### src/rtl/register_file_scoreboard.sv
// register_file_scoreboard: register file with a tagged per-register write-reservation scoreboard.
// Optional macro REGFILE_WB_BYPASS_EN forwards accepted write-back data to matching read ports in the same cycle.
module register_file_scoreboard #(
  parameter int OPERAND_WIDTH = 32,
  parameter int REG_COUNT = 16,
  parameter int READ_PORTS = 2,
  parameter int TAG_WIDTH = 4,
  parameter int ZERO_REG = 1,
  localparam int ADDR_WIDTH = $clog2(REG_COUNT)
) (
  input  logic                                clk,
  input  logic                                rst,
  input  logic [READ_PORTS*ADDR_WIDTH-1:0]    rd_addr,
  output logic [READ_PORTS*OPERAND_WIDTH-1:0] rd_data,
  output logic [READ_PORTS-1:0]               rd_busy,
  input  logic                                rsv_valid,
  input  logic [ADDR_WIDTH-1:0]               rsv_addr,
  input  logic [TAG_WIDTH-1:0]                rsv_tag,
  input  logic                                wb_valid,
  input  logic [ADDR_WIDTH-1:0]               wb_addr,
  input  logic [TAG_WIDTH-1:0]                wb_tag,
  input  logic [OPERAND_WIDTH-1:0]            wb_data,
  output logic                                wb_stale,
  input  logic                                flush,
  output logic [REG_COUNT-1:0]                busy_vector
);
  logic [OPERAND_WIDTH-1:0] regs [REG_COUNT];
  logic [TAG_WIDTH-1:0] tags [REG_COUNT];
  logic [REG_COUNT-1:0] busy;
  logic wb_zero, wb_accept, rsv_take;
  // Register 0 is never reserved, so it can never accept a write-back and stays 0 from reset.
  assign wb_zero = ZERO_REG != 0 && wb_addr == '0;
  assign wb_accept = wb_valid && busy[wb_addr] && tags[wb_addr] == wb_tag && !wb_zero;
  assign rsv_take = rsv_valid && !flush && !(ZERO_REG != 0 && rsv_addr == '0);
  assign busy_vector = busy;
  always_ff @(posedge clk or negedge rst)
    if (!rst) begin
      busy <= '0;
      wb_stale <= 1'b0;
      for (int i = 0; i < REG_COUNT; i++) begin
        regs[i] <= '0;
        tags[i] <= '0;
      end
    end else begin
      wb_stale <= wb_valid && !wb_accept && !wb_zero;
      if (wb_accept) regs[wb_addr] <= wb_data;
      if (rsv_take) tags[rsv_addr] <= rsv_tag;
      for (int i = 0; i < REG_COUNT; i++)
        busy[i] <= !flush && (rsv_take && rsv_addr == ADDR_WIDTH'(i) ? 1'b1 :
                              busy[i] && !(wb_accept && wb_addr == ADDR_WIDTH'(i)));
    end
  for (genvar p = 0; p < READ_PORTS; p++) begin : g_rd
    logic [ADDR_WIDTH-1:0] a;
    assign a = rd_addr[p*ADDR_WIDTH +: ADDR_WIDTH];
`ifdef REGFILE_WB_BYPASS_EN
    logic fwd;
    assign fwd = wb_accept && wb_addr == a;
    assign rd_data[p*OPERAND_WIDTH +: OPERAND_WIDTH] = fwd ? wb_data : regs[a];
    assign rd_busy[p] = fwd ? rsv_take && rsv_addr == a : busy[a];
`else
    assign rd_data[p*OPERAND_WIDTH +: OPERAND_WIDTH] = regs[a];
    assign rd_busy[p] = busy[a];
`endif
  end
endmodule

### config.mk
export PLATFORM = sky130hd
export DESIGN_NAME = register_file_scoreboard
export DESIGN_NICKNAME = d
export VERILOG_FILES = /design/src/rtl/register_file_scoreboard.sv
export SDC_FILE = /design/constraint.sdc
export NUM_CORES = 1
export LEC_CHECK = 0
export BUFFER_PORTS_ARGS = -buffer_cell sky130_fd_sc_hd__buf_2
export CAP_MARGIN = 0
export CORE_MARGIN = 2
export CORE_UTILIZATION = 35
export CTS_CLUSTER_DIAMETER = 40
export DETAILED_ROUTE_END_ITERATION = 16
export PLACE_DENSITY = 0.59
export RECOVER_POWER = 50
export SLEW_MARGIN = 25
export SYNTH_ARGS = -nofsm -noshare
export SYNTH_HDL_FRONTEND = slang
export SYNTH_SLANG_ARGS = --single-unit
### constraint.sdc
create_clock -name clk -period 3.4 [get_ports clk]
set_input_delay 0.68 -clock clk [delete_from_list [all_inputs] [get_ports clk]]
set_output_delay 0.68 -clock clk [all_outputs]
set_load 0.02 [all_outputs]
==> flow_summary.rst, run 1 <==
.. list-table::
   :header-rows: 1

   * - Metric
     - Value
   * - Combinational family with the most area after synthesis
     - multiplexers
   * - Iter 0 DRT Violations
     - 1292
   * - Unrepaired setup endpoints after global routing
     - no
   * - Slew Viols, Final
     - 326
   * - Vert. Die Dim
     - 301 µm
   * - Cell taking the most area after synthesis
     - sky130_fd_sc_hd__dfrtp_1
   * - Capturing element type of the critical path
     - primary output
   * - Category of the worst setup path launch point
     - primary input
   * - Reg-to-Reg Start
     - tags[18]
   * - Slowest library cell on the worst path
     - sky130_fd_sc_hd__mux4_2
   * - Worst-case vdd ir drop
     - 0.000395 V
   * - Worst clock skew on the final layout
     - 33.6 ps
   * - Synthesized-area fraction occupied by xor and xnor cells
     - 0.141%
   * - Synth Flop Type
     - sky130_fd_sc_hd__dfrtp_1
   * - Synthesized instance count
     - 1830
   * - Final std cell area, no fill
     - 0.0372 mm²
   * - Pleak
     - 16.9 nW
   * - Fraction of layout instances using a drive strength above 1
     - 61.6%
   * - Crit path launch
     - rd_addr[4]
   * - Share of synthesized flip-flops with an asynchronous set or reset
     - 100%
   * - Area share of fa/ha/maj cells after synthesis
     - 0%
   * - Remaining antenna violation count
     - 0
   * - Number of placement rows
     - 109
   * - Seq/Total Area, Yosys
     - 47.9%
   * - Maximum number of pins on one net before global-route repair
     - 109
   * - Slew at the pin closest to its max-slew limit
     - 2050 ps
   * - First-pass GRT wire length
     - 132000 µm
   * - Number of standard cells in the final layout excluding fillers
     - 3235
   * - Core area
     - 0.0880 mm²
   * - Post-synthesis simple-gate area fraction
     - 1.02%
   * - Die width
     - 301 µm
   * - Reg clk slew, reported paths
     - 50 ps
   * - Power density over the cells
     - 526 mW/mm²
   * - I/O pin count
     - 144
   * - Overall track demand over capacity in global routing
     - 19.7%
   * - Number of remaining DRC errors
     - 0
   * - Synthesized-area fraction occupied by ao, oa, aoi and oai cells
     - 2.10%
   * - Count of H-tree levels built during CTS
     - 3
   * - Post-detailed-route wirelength per cell
     - 26.8 µm
   * - Run status
     - complete, but fails checks
   * - Highest attainable clock frequency
     - 313 MHz
   * - Maximum clock path buffer count
     - 3
   * - Number of library cell types mapped by synthesis
     - 45
   * - Detailed Routing Iterations Pass 1
     - 5
   * - Count of maximum capacitance violations
     - 3
   * - Total length of routed wires
     - 86900 µm
   * - Relative slew slack
     - -36.5%
   * - Final Cycle Share
     - 93.9%
   * - Vias in the first global route
     - 20000
   * - Flip-flop and latch count after synthesis
     - 593
   * - Class of the tightest hold or removal check
     - primary input to flip-flop
   * - TritonCTS Buffers
     - 100
   * - Endpoints failing setup
     - 0
   * - Starting density of the core
     - 35.2%
   * - Clk root buf
     - sky130_fd_sc_hd__clkbuf_16
   * - # clock sinks
     - 593
   * - Post-synth EDFFs
     - 0
   * - Count of yosys warnings during synthesis
     - 0
   * - Total Nets Final
     - 2043
   * - Violated checks
     - capacitance limit, slew limit
   * - Area fraction of the dominant cell type after synthesis
     - 47.9%
   * - Portion of netlist area occupied by mux cells
     - 45.3%
   * - Insertion delay of the later-clocked pin in the worst-skew pair
     - 660 ps
   * - Hold Fails Final Rpt
     - 0
   * - Post-synth net total
     - 1891
   * - CP Data Arrival Time
     - 2510 ps
   * - Number of port buffers
     - 143
   * - Category of cells accounting for the largest share of critical-path delay
     - multiplexers
   * - Tot Pwr
     - 19.6 mW
   * - Min Tclk post-route
     - 3190 ps
   * - Buf/Inv on CP
     - 4
   * - Peak per-stage delay on the critical path
     - 500 ps
   * - Clock tree from TritonCTS
     - yes
   * - Total via count after detailed routing
     - 18100
   * - Average cell area after synthesis
     - 16.9 µm²
   * - DIE AREA
     - 0.0909 mm²
   * - Worst Setup Path Type
     - primary input to primary output
   * - Setup TNS Final
     - 0 ps
   * - Startpoint of the most critical hold path
     - wb_valid
   * - RD Place Congestion
     - 0.801
   * - Inst Count DP
     - 3044
   * - Most numerous cell on the critical path
     - sky130_fd_sc_hd__mux4_2
   * - Dominant cells by area after synthesis
     - sky130_fd_sc_hd__dfrtp_1 (48%), sky130_fd_sc_hd__mux4_2 (24%), sky130_fd_sc_hd__mux2_2 (18%)
   * - Antenna violations before repair
     - 8
   * - Netlist Area Pre-Place
     - 0.0310 mm²
   * - DPL Wire Length
     - 55200 µm
   * - Largest fanout of any net on the critical path
     - 15
   * - Average vias per placed instance
     - 5.60
   * - Growth of design area from synthesis to finish
     - 20.0%
   * - Total overflow reported by the global router
     - 0
   * - Placed standard-cell area
     - 0.0337 mm²
   * - Worst Path Required
     - 2720 ps
   * - Critical Path, Cell by Cell
     - buf_8 > buf_12 > buf_4 > mux4_2 > mux4_2 > buf_2
per-stage QoR:
stage | util [%] | hold WS, ps | worst slack [ps]
after detailed placement | 38.4 | 365 | -214
after floorplan | - | 384 | 170
after CTS | 42.3 | 320 | 192
after global routing | 42.2 | 350 | 140
after global placement | 38.4 | 364 | -197
final | 42.3 | 367 | 208
kinds of logic (layout without fill, tap and decap cells):
family / after synthesis / count (layout)
multiplexers: 911 / 911
flip-flops: 593 / 593
buffers and inverters: 209 / 444
AO/OA/AOI/OAI: 56 / 56
AND/OR/NAND/NOR: 56 / 56
XOR/XNOR: 5 / 5
other: 0 / 5
cells in the mapped netlist, types with 4 or more instances:
| cell type | n |
|---|---|
| sky130_fd_sc_hd__o211ai_2 | 7 |
| sky130_fd_sc_hd__mux4_2 | 335 |
| sky130_fd_sc_hd__mux2_2 | 490 |
| sky130_fd_sc_hd__xor2_1 | 4 |
| sky130_fd_sc_hd__a211oi_4 | 14 |
| sky130_fd_sc_hd__buf_6 | 27 |
| sky130_fd_sc_hd__nor2_1 | 8 |
| sky130_fd_sc_hd__nand2b_1 | 16 |
| sky130_fd_sc_hd__buf_1 | 24 |
| sky130_fd_sc_hd__dfrtp_1 | 593 |
| sky130_fd_sc_hd__buf_4 | 26 |
| sky130_fd_sc_hd__mux2_1 | 54 |
| sky130_fd_sc_hd__inv_1 | 4 |
| sky130_fd_sc_hd__o21bai_1 | 5 |
| sky130_fd_sc_hd__o21ai_0 | 9 |
| sky130_fd_sc_hd__nor2b_1 | 8 |
| sky130_fd_sc_hd__clkbuf_1 | 126 |
| sky130_fd_sc_hd__a22oi_1 | 6 |
| sky130_fd_sc_hd__nand2_1 | 11 |
| sky130_fd_sc_hd__mux2i_1 | 30 |
power breakdown:
group | internal, mW | switching (mW)
clock network | 6.62 | 3.69
logic | 0.797 | 0.876
registers | 7.38 | 0.199
total | 14.8 | 4.76
final timing paths:
kind                                    end  depth (start not counted)  slack, ps
worst max register to register     regs[74]                          9        420
max in group asynchronous         regs[250]                          3        600
worst min-delay path               wb_stale                          3        370
worst min register to register     tags[62]                          0        380
worst max-delay path            rd_data[45]                          6        210
min in group asynchronous         regs[336]                          2        480
metal layers:
metal  part of all wire [%]  routed length, µm  global-route usage, %  vias up
li1                       -                  -                      -     7489
met5                  0.015                 13                      0        -
met4                    3.1               2710                   7.01        2
met1                     43              37600                   27.3     9936
met3                    5.8               5050                   3.90      144
met2                     48              41500                   30.8      538
worst register-to-register path, stage by stage, from the launching register on:
cell and delay [ps]:
sky130_fd_sc_hd__dfrtp_1 370, sky130_fd_sc_hd__mux4_1 500, sky130_fd_sc_hd__mux2i_1 190, sky130_fd_sc_hd__xor2_1 320
sky130_fd_sc_hd__nand3_4 130, sky130_fd_sc_hd__buf_12 200, sky130_fd_sc_hd__a211oi_4 390, sky130_fd_sc_hd__buf_4 220
sky130_fd_sc_hd__buf_12 160, sky130_fd_sc_hd__mux2_2 360
cell usage in the layout (no fill, tap or decap), drive strengths merged, types with 5 or more instances in the layout:
cell	netlist	layout
dfrtp	593	593
mux2	544	544
mux4	337	337
buf	79	245
clkbuf	126	139
mux2i	30	30
clkinv	0	30
nand2b	16	16
a211oi	15	15
nand2	11	11
bufinv	0	10
clkinvlp	0	10
o21ai	9	9
inv	4	9
nor2	8	8
nor2b	8	8
o211ai	8	8
a22oi	6	6
diode	0	5
o21bai	5	5
layout make-up:
type,instances,area (µm²)
clock inverter,55,687
timing repair buffer,255,2310
clock buffer,130,2810
inverter,4,15.0
antenna,5,12.5
sequential,593,14800
tap,1165,1460
multi-input combinational,1028,15000
fill,7746,50800
state kept, by name, indices dropped and copies added (netlist names):
| register | cells |
|---|---|
| tags | 64 |
| wb_stale | 1 |
| busy_vector | 16 |
| regs | 512 |
what timing repair did:
item                                    in CTS  in global routing
endpoints found under the setup margin       0                  0
buffers inserted                             0                  0
resized for setup                            0                  0
endpoints found under the hold margin       23                  0
hold buffers                                 1                  0
(Power assumes the default switching activity.)
==> run 2: changes to the inputs <==
ABC_AREA = 1   (was not set)
==> run 2 against run 1 <==
Clock skew increased by 0.82 ps; critical path type unchanged; register-to-register slack better by 640 ps; total power up 4.2%; core utilization fell by 0.50 points; the run still ends with capacitance limit, slew limit left; critical path depth is 2 higher; clock-buffer cell count is 5 higher; non-clock buffer count up 39; global-route usage grew 3.8 points; combinational power is 26% higher; highest routed layer is now met4; sequential cell count did not move.
==> flow_summary.rst, run 2 <==
.. list-table::
   :header-rows: 1

   * - Metric
     - Value
   * - Final std cell area, no fill
     - 0.0376 mm² (was 0.0372 mm²)
   * - Reg clk slew, reported paths
     - 50 ps (about the same)
   * - Share of synthesized flip-flops with an asynchronous set or reset
     - 100% (unchanged)
   * - Combinational share of power
     - 10.3% (was 8.6%)
   * - Category of cells accounting for the largest share of critical-path delay
     - buffers and inverters (was multiplexers)
   * - Worst Setup Path Type
     - primary input to primary output (unchanged)
   * - Number of flip-flops under the largest register name
     - 512 (unchanged)
   * - Peak per-stage delay on the critical path
     - 330 ps (was 500 ps)
   * - Inst Count DP
     - 5281 (was 3044)
   * - Antenna violations before repair
     - 1 (was 8)
   * - Category of the worst setup path launch point
     - primary input (unchanged)
   * - Area fraction of the dominant cell type after synthesis
     - 46.7% (was 47.9%)
   * - Number of placement rows
     - 110 (was 109)
   * - Startpoint of the most critical hold path
     - tags[60] (was wb_valid)
   * - Average vias per placed instance
     - 5.43 (was 5.60)
   * - Remaining antenna violation count
     - 0 (unchanged)
   * - Total via count after detailed routing
     - 29700 (was 18100)
   * - Pleak
     - 16.7 nW (was 16.9 nW)
   * - Number of library cell types mapped by synthesis
     - 26 (was 45)
   * - Flip-flop and latch count after synthesis
     - 593 (unchanged)
   * - Placed standard-cell area
     - 0.0339 mm² (was 0.0337 mm²)
   * - Synth Flop Type
     - sky130_fd_sc_hd__dfrtp_1 (unchanged)
   * - Total length of routed wires
     - 110000 µm (was 86900 µm)
   * - Die width
     - 305 µm (was 301 µm)
   * - Hold Path End
     - tags[60] (was wb_stale)
   * - CP Data Arrival Time
     - 2400 ps (was 2510 ps)
   * - Post-detailed-route wirelength per cell
     - 20.0 µm (was 26.8 µm)
   * - Register-to-register setup slack
     - 1060 ps (was 420 ps)
   * - Most instantiated library cell after synthesis
     - sky130_fd_sc_hd__nand2_1 (was sky130_fd_sc_hd__dfrtp_1)
   * - Final Cycle Share
     - 90.7% (was 93.9%)
   * - Worst clock skew on the final layout
     - 34.4 ps (was 33.6 ps)
   * - Min Tclk post-route
     - 3080 ps (was 3190 ps)
   * - Worst-case vdd ir drop
     - 0.000455 V (was 0.000395 V)
   * - Insertion delay of the later-clocked pin in the worst-skew pair
     - 680 ps (was 660 ps)
   * - Violated checks
     - capacitance limit, slew limit (unchanged)
   * - First-pass GRT wire length
     - 172000 µm (was 132000 µm)
   * - Switching power of the nets
     - 5.42 mW (was 4.76 mW)
   * - Average cell area after synthesis
     - 7.54 µm² (was 16.9 µm²)
   * - Maximum number of pins on one net before global-route repair
     - 87 (was 109)
   * - Buf/Inv on CP
     - 4 (unchanged)
   * - Most used cells in the layout excluding fill and tap cells
     - sky130_fd_sc_hd__nand2_1 (1054), sky130_fd_sc_hd__o21ai_0 (747), sky130_fd_sc_hd__dfrtp_1 (593) (was sky130_fd_sc_hd__dfrtp_1 (593), sky130_fd_sc_hd__mux2_2 (490), sky130_fd_sc_hd__mux4_2 (335))
   * - Unrepaired setup endpoints after global routing
     - no (unchanged)
   * - Most common library cell in the layout ignoring fill and taps
     - sky130_fd_sc_hd__nand2_1 (was sky130_fd_sc_hd__dfrtp_1)
   * - Cell depth of the worst hold path
     - 0 (was 3)
   * - Maximum clock path buffer count
     - 3 (unchanged)
   * - Detailed Routing Iterations Pass 1
     - 7 (was 5)
   * - TritonCTS Buffers
     - 104 (was 100)
   * - Most numerous cell types in the synthesized netlist
     - sky130_fd_sc_hd__nand2_1 (1054), sky130_fd_sc_hd__o21ai_0 (747), sky130_fd_sc_hd__dfrtp_1 (593) (was sky130_fd_sc_hd__dfrtp_1 (593), sky130_fd_sc_hd__mux2_2 (490), sky130_fd_sc_hd__mux4_2 (335))
   * - Count of maximum capacitance violations
     - 1 (was 3)
   * - # clock sinks
     - 593 (unchanged)
   * - Growth of design area from synthesis to finish
     - 18.2% (was 20.0%)
   * - Vias in the first global route
     - 28400 (was 20000)
   * - Starting density of the core
     - 35.3% (was 35.2%)
   * - Total overflow reported by the global router
     - 0 (unchanged)
   * - Worst flop-to-flop path endpoint
     - regs[313] (was regs[74])
   * - Final Core Density
     - 41.8% (was 42.3%)
   * - Highest attainable clock frequency
     - 324 MHz (was 313 MHz)
   * - Netlist Area Pre-Place
     - 0.0318 mm² (was 0.0310 mm²)
   * - Total Nets Final
     - 4273 (was 2043)
   * - Run status
     - complete, but fails checks (unchanged)
   * - Fraction of layout instances using a drive strength above 1
     - 11.4% (was 61.6%)
   * - Count of H-tree levels built during CTS
     - 3 (unchanged)
   * - DPL Wire Length
     - 67400 µm (was 55200 µm)
   * - Most numerous cell on the critical path
     - sky130_fd_sc_hd__o21ai_0 (was sky130_fd_sc_hd__mux4_2)
   * - Seq/Total Area, Yosys
     - 46.7% (was 47.9%)
   * - Dominant cells by area after synthesis
     - sky130_fd_sc_hd__dfrtp_1 (47%), sky130_fd_sc_hd__nand2_1 (12%), sky130_fd_sc_hd__o21ai_0 (12%) (was sky130_fd_sc_hd__dfrtp_1 (48%), sky130_fd_sc_hd__mux4_2 (24%), sky130_fd_sc_hd__mux2_2 (18%))
   * - Top reg by flops
     - regs (unchanged)
   * - Capturing element type of the critical path
     - primary output (unchanged)
   * - Count of yosys warnings during synthesis
     - 0 (unchanged)
   * - Iter 0 DRT Violations
     - 3105 (was 1292)
   * - Number of remaining DRC errors
     - 0 (unchanged)
   * - DIE AREA
     - 0.0933 mm² (was 0.0909 mm²)
   * - Slew Viols, Final
     - 61 (was 326)
   * - I/O pin count
     - 144 (unchanged)
   * - Core area
     - 0.0900 mm² (was 0.0880 mm²)
   * - Number of port buffers
     - 143 (unchanged)
   * - Clk root buf
     - sky130_fd_sc_hd__clkbuf_16 (unchanged)
   * - Largest fanout of any net on the critical path
     - 80 (was 15)
   * - Tot Pwr
     - 20.4 mW (was 19.6 mW)
   * - Class of the tightest hold or removal check
     - flip-flop to flip-flop (was primary input to flip-flop)
   * - Post-synth net total
     - 4281 (was 1891)
   * - Endpoints failing setup
     - 0 (unchanged)
   * - RD Place Congestion
     - 0.848 (was 0.801)
   * - Post-synth EDFFs
     - 0 (unchanged)
   * - FF-to-FF path depth
     - 14 (was 9)
   * - Slew at the pin closest to its max-slew limit
     - 1910 ps (was 2050 ps)
   * - Cell taking the most area after synthesis
     - sky130_fd_sc_hd__dfrtp_1 (unchanged)
   * - Synthesized instance count
     - 4220 (was 1830)
   * - Reg-to-Reg Start
     - tags[25] (was tags[18])
   * - Relative slew slack
     - -27.5% (was -36.5%)
   * - Hold Fails Final Rpt
     - 0 (unchanged)
   * - Overall track demand over capacity in global routing
     - 23.5% (was 19.7%)
   * - Clock group share of total power
     - 53.8% (was 52.7%)
   * - Share of power burned in registers
     - 35.9% (was 38.8%)
   * - Worst Path Required
     - 2720 ps (about the same)
   * - Cell Int Power
     - 15.0 mW (was 14.8 mW)
   * - Slowest library cell on the worst path
     - sky130_fd_sc_hd__buf_12 (was sky130_fd_sc_hd__mux4_2)
   * - Power density over the cells
     - 542 mW/mm² (was 526 mW/mm²)
   * - Number of standard cells in the final layout excluding fillers
     - 5475 (was 3235)
   * - Clock tree from TritonCTS
     - yes (unchanged)
   * - Vert. Die Dim
     - 305 µm (was 301 µm)
   * - Critical Path, Cell by Cell
     - buf_8 > buf_12 > o21ai_0 > a21oi_1 > o22ai_1 > o21ai_0 > buf_4 > buf_2 (was buf_8 > buf_12 > buf_4 > mux4_2 > mux4_2 > buf_2)
   * - Cells resized by post-CTS repair
     - 0 (unchanged)
   * - Switching part of the total
     - 26.6% (was 24.4%)
   * - Setup TNS Final
     - 0 ps (unchanged)
[run 2: changes by cell type in the layout (fill, tap and decap cells not counted), moves of 54 or more]
| cell | before | now |
|---|---|---|
| sky130_fd_sc_hd__o21ai_0 | 9 | 747 |
| sky130_fd_sc_hd__o21ai_1 | 0 | 207 |
| sky130_fd_sc_hd__mux2_1 | 54 | 0 |
| sky130_fd_sc_hd__inv_1 | 4 | 319 |
| sky130_fd_sc_hd__mux2_2 | 490 | 0 |
| sky130_fd_sc_hd__o211ai_1 | 1 | 130 |
| sky130_fd_sc_hd__mux4_2 | 335 | 0 |
| sky130_fd_sc_hd__nand3_1 | 2 | 214 |
| sky130_fd_sc_hd__nand2_1 | 11 | 1054 |
| sky130_fd_sc_hd__a21oi_1 | 2 | 413 |
[run 2: how the worst max path moves through the flow]
stage	from	endpoint	slack (ps)	cells after the start
6_report	rd_addr[4]	rd_data[39]	320	8
5_1_grt	rst	regs[293]	110	3
4_1_cts	rd_addr[4]	rd_data[39]	300	8
3_5_place_dp	wb_addr[0]	regs[313]	240	17
3_3_place_gp	wb_addr[0]	busy_vector[13]	270	12
2_1_floorplan	rd_addr[4]	rd_data[46]	450	7
[run 2: metrics by stage]
stage / hold WS (ps) / setup slack [ps]
detailed placement: 368 / 244
finish: 382 / 316
floorplan: 384 / 445
global placement: 370 / 274
CTS: 380 / 296
global route: 395 / 109
[run 2: power by group through the flow]
stage	sequential (mW)	combinational (mW)	clock, mW
after floorplan	7.39	1.19	0
after global placement	7.42	2.11	0
after detailed placement	7.42	2.12	0
after CTS	7.31	2.13	11.1
after global routing	7.32	2.33	11.5
final	7.31	2.11	11.0
[run 2: cells by family after synthesis]
group / after synthesis / synth area share (%)
simple gates: 1326 / 16.9
flops: 593 / 46.7
compound gates: 1568 / 26.4
buf+inv: 733 / 9.98
[run 2: metal layers]
layer	global-route usage [%]	up-vias	share of wire (%)
met5	0	-	0
met4	10.0	0	4.2
met3	3.74	199	7.2
met2	36.6	1145	44
met1	32.4	14200	44
li1	-	14200	-
[run 2: worst reg2reg max path: stages, from the launching register on]
cell	delay, ps
sky130_fd_sc_hd__dfrtp_1	390
sky130_fd_sc_hd__nand2_1	80
sky130_fd_sc_hd__nand2_1	60
sky130_fd_sc_hd__nand2_1	50
sky130_fd_sc_hd__nand2_1	60
sky130_fd_sc_hd__nand2_1	50
sky130_fd_sc_hd__nand2_1	70
sky130_fd_sc_hd__o21ai_1	120
sky130_fd_sc_hd__nand2_1	90
sky130_fd_sc_hd__nor2_4	270
sky130_fd_sc_hd__buf_4	230
sky130_fd_sc_hd__nand4_1	120
sky130_fd_sc_hd__buf_4	350
sky130_fd_sc_hd__nand2_1	160
sky130_fd_sc_hd__o21ai_0	100
[run 2: cell type report]
cell class                      instances  area (µm²)
Fill cell                            9287       52400
Timing Repair Buffer                  294        2470
Antenna cell                            1        2.50
Clock buffer                          135        2940
Sequential cell                       593       14800
Tap cell                             1176        1470
Clock inverter                         57         769
Multi-Input combinational cell       2894       13900
Inverter                              325        1220
[run 2: timing repair]
| action | CTS | global route |
|---|---|---|
| endpoints found under the hold margin | 16 | 0 |
| hold buffers | 1 | 0 |
| setup buffers | 0 | 0 |
| setup endpoints to repair | 0 | 0 |
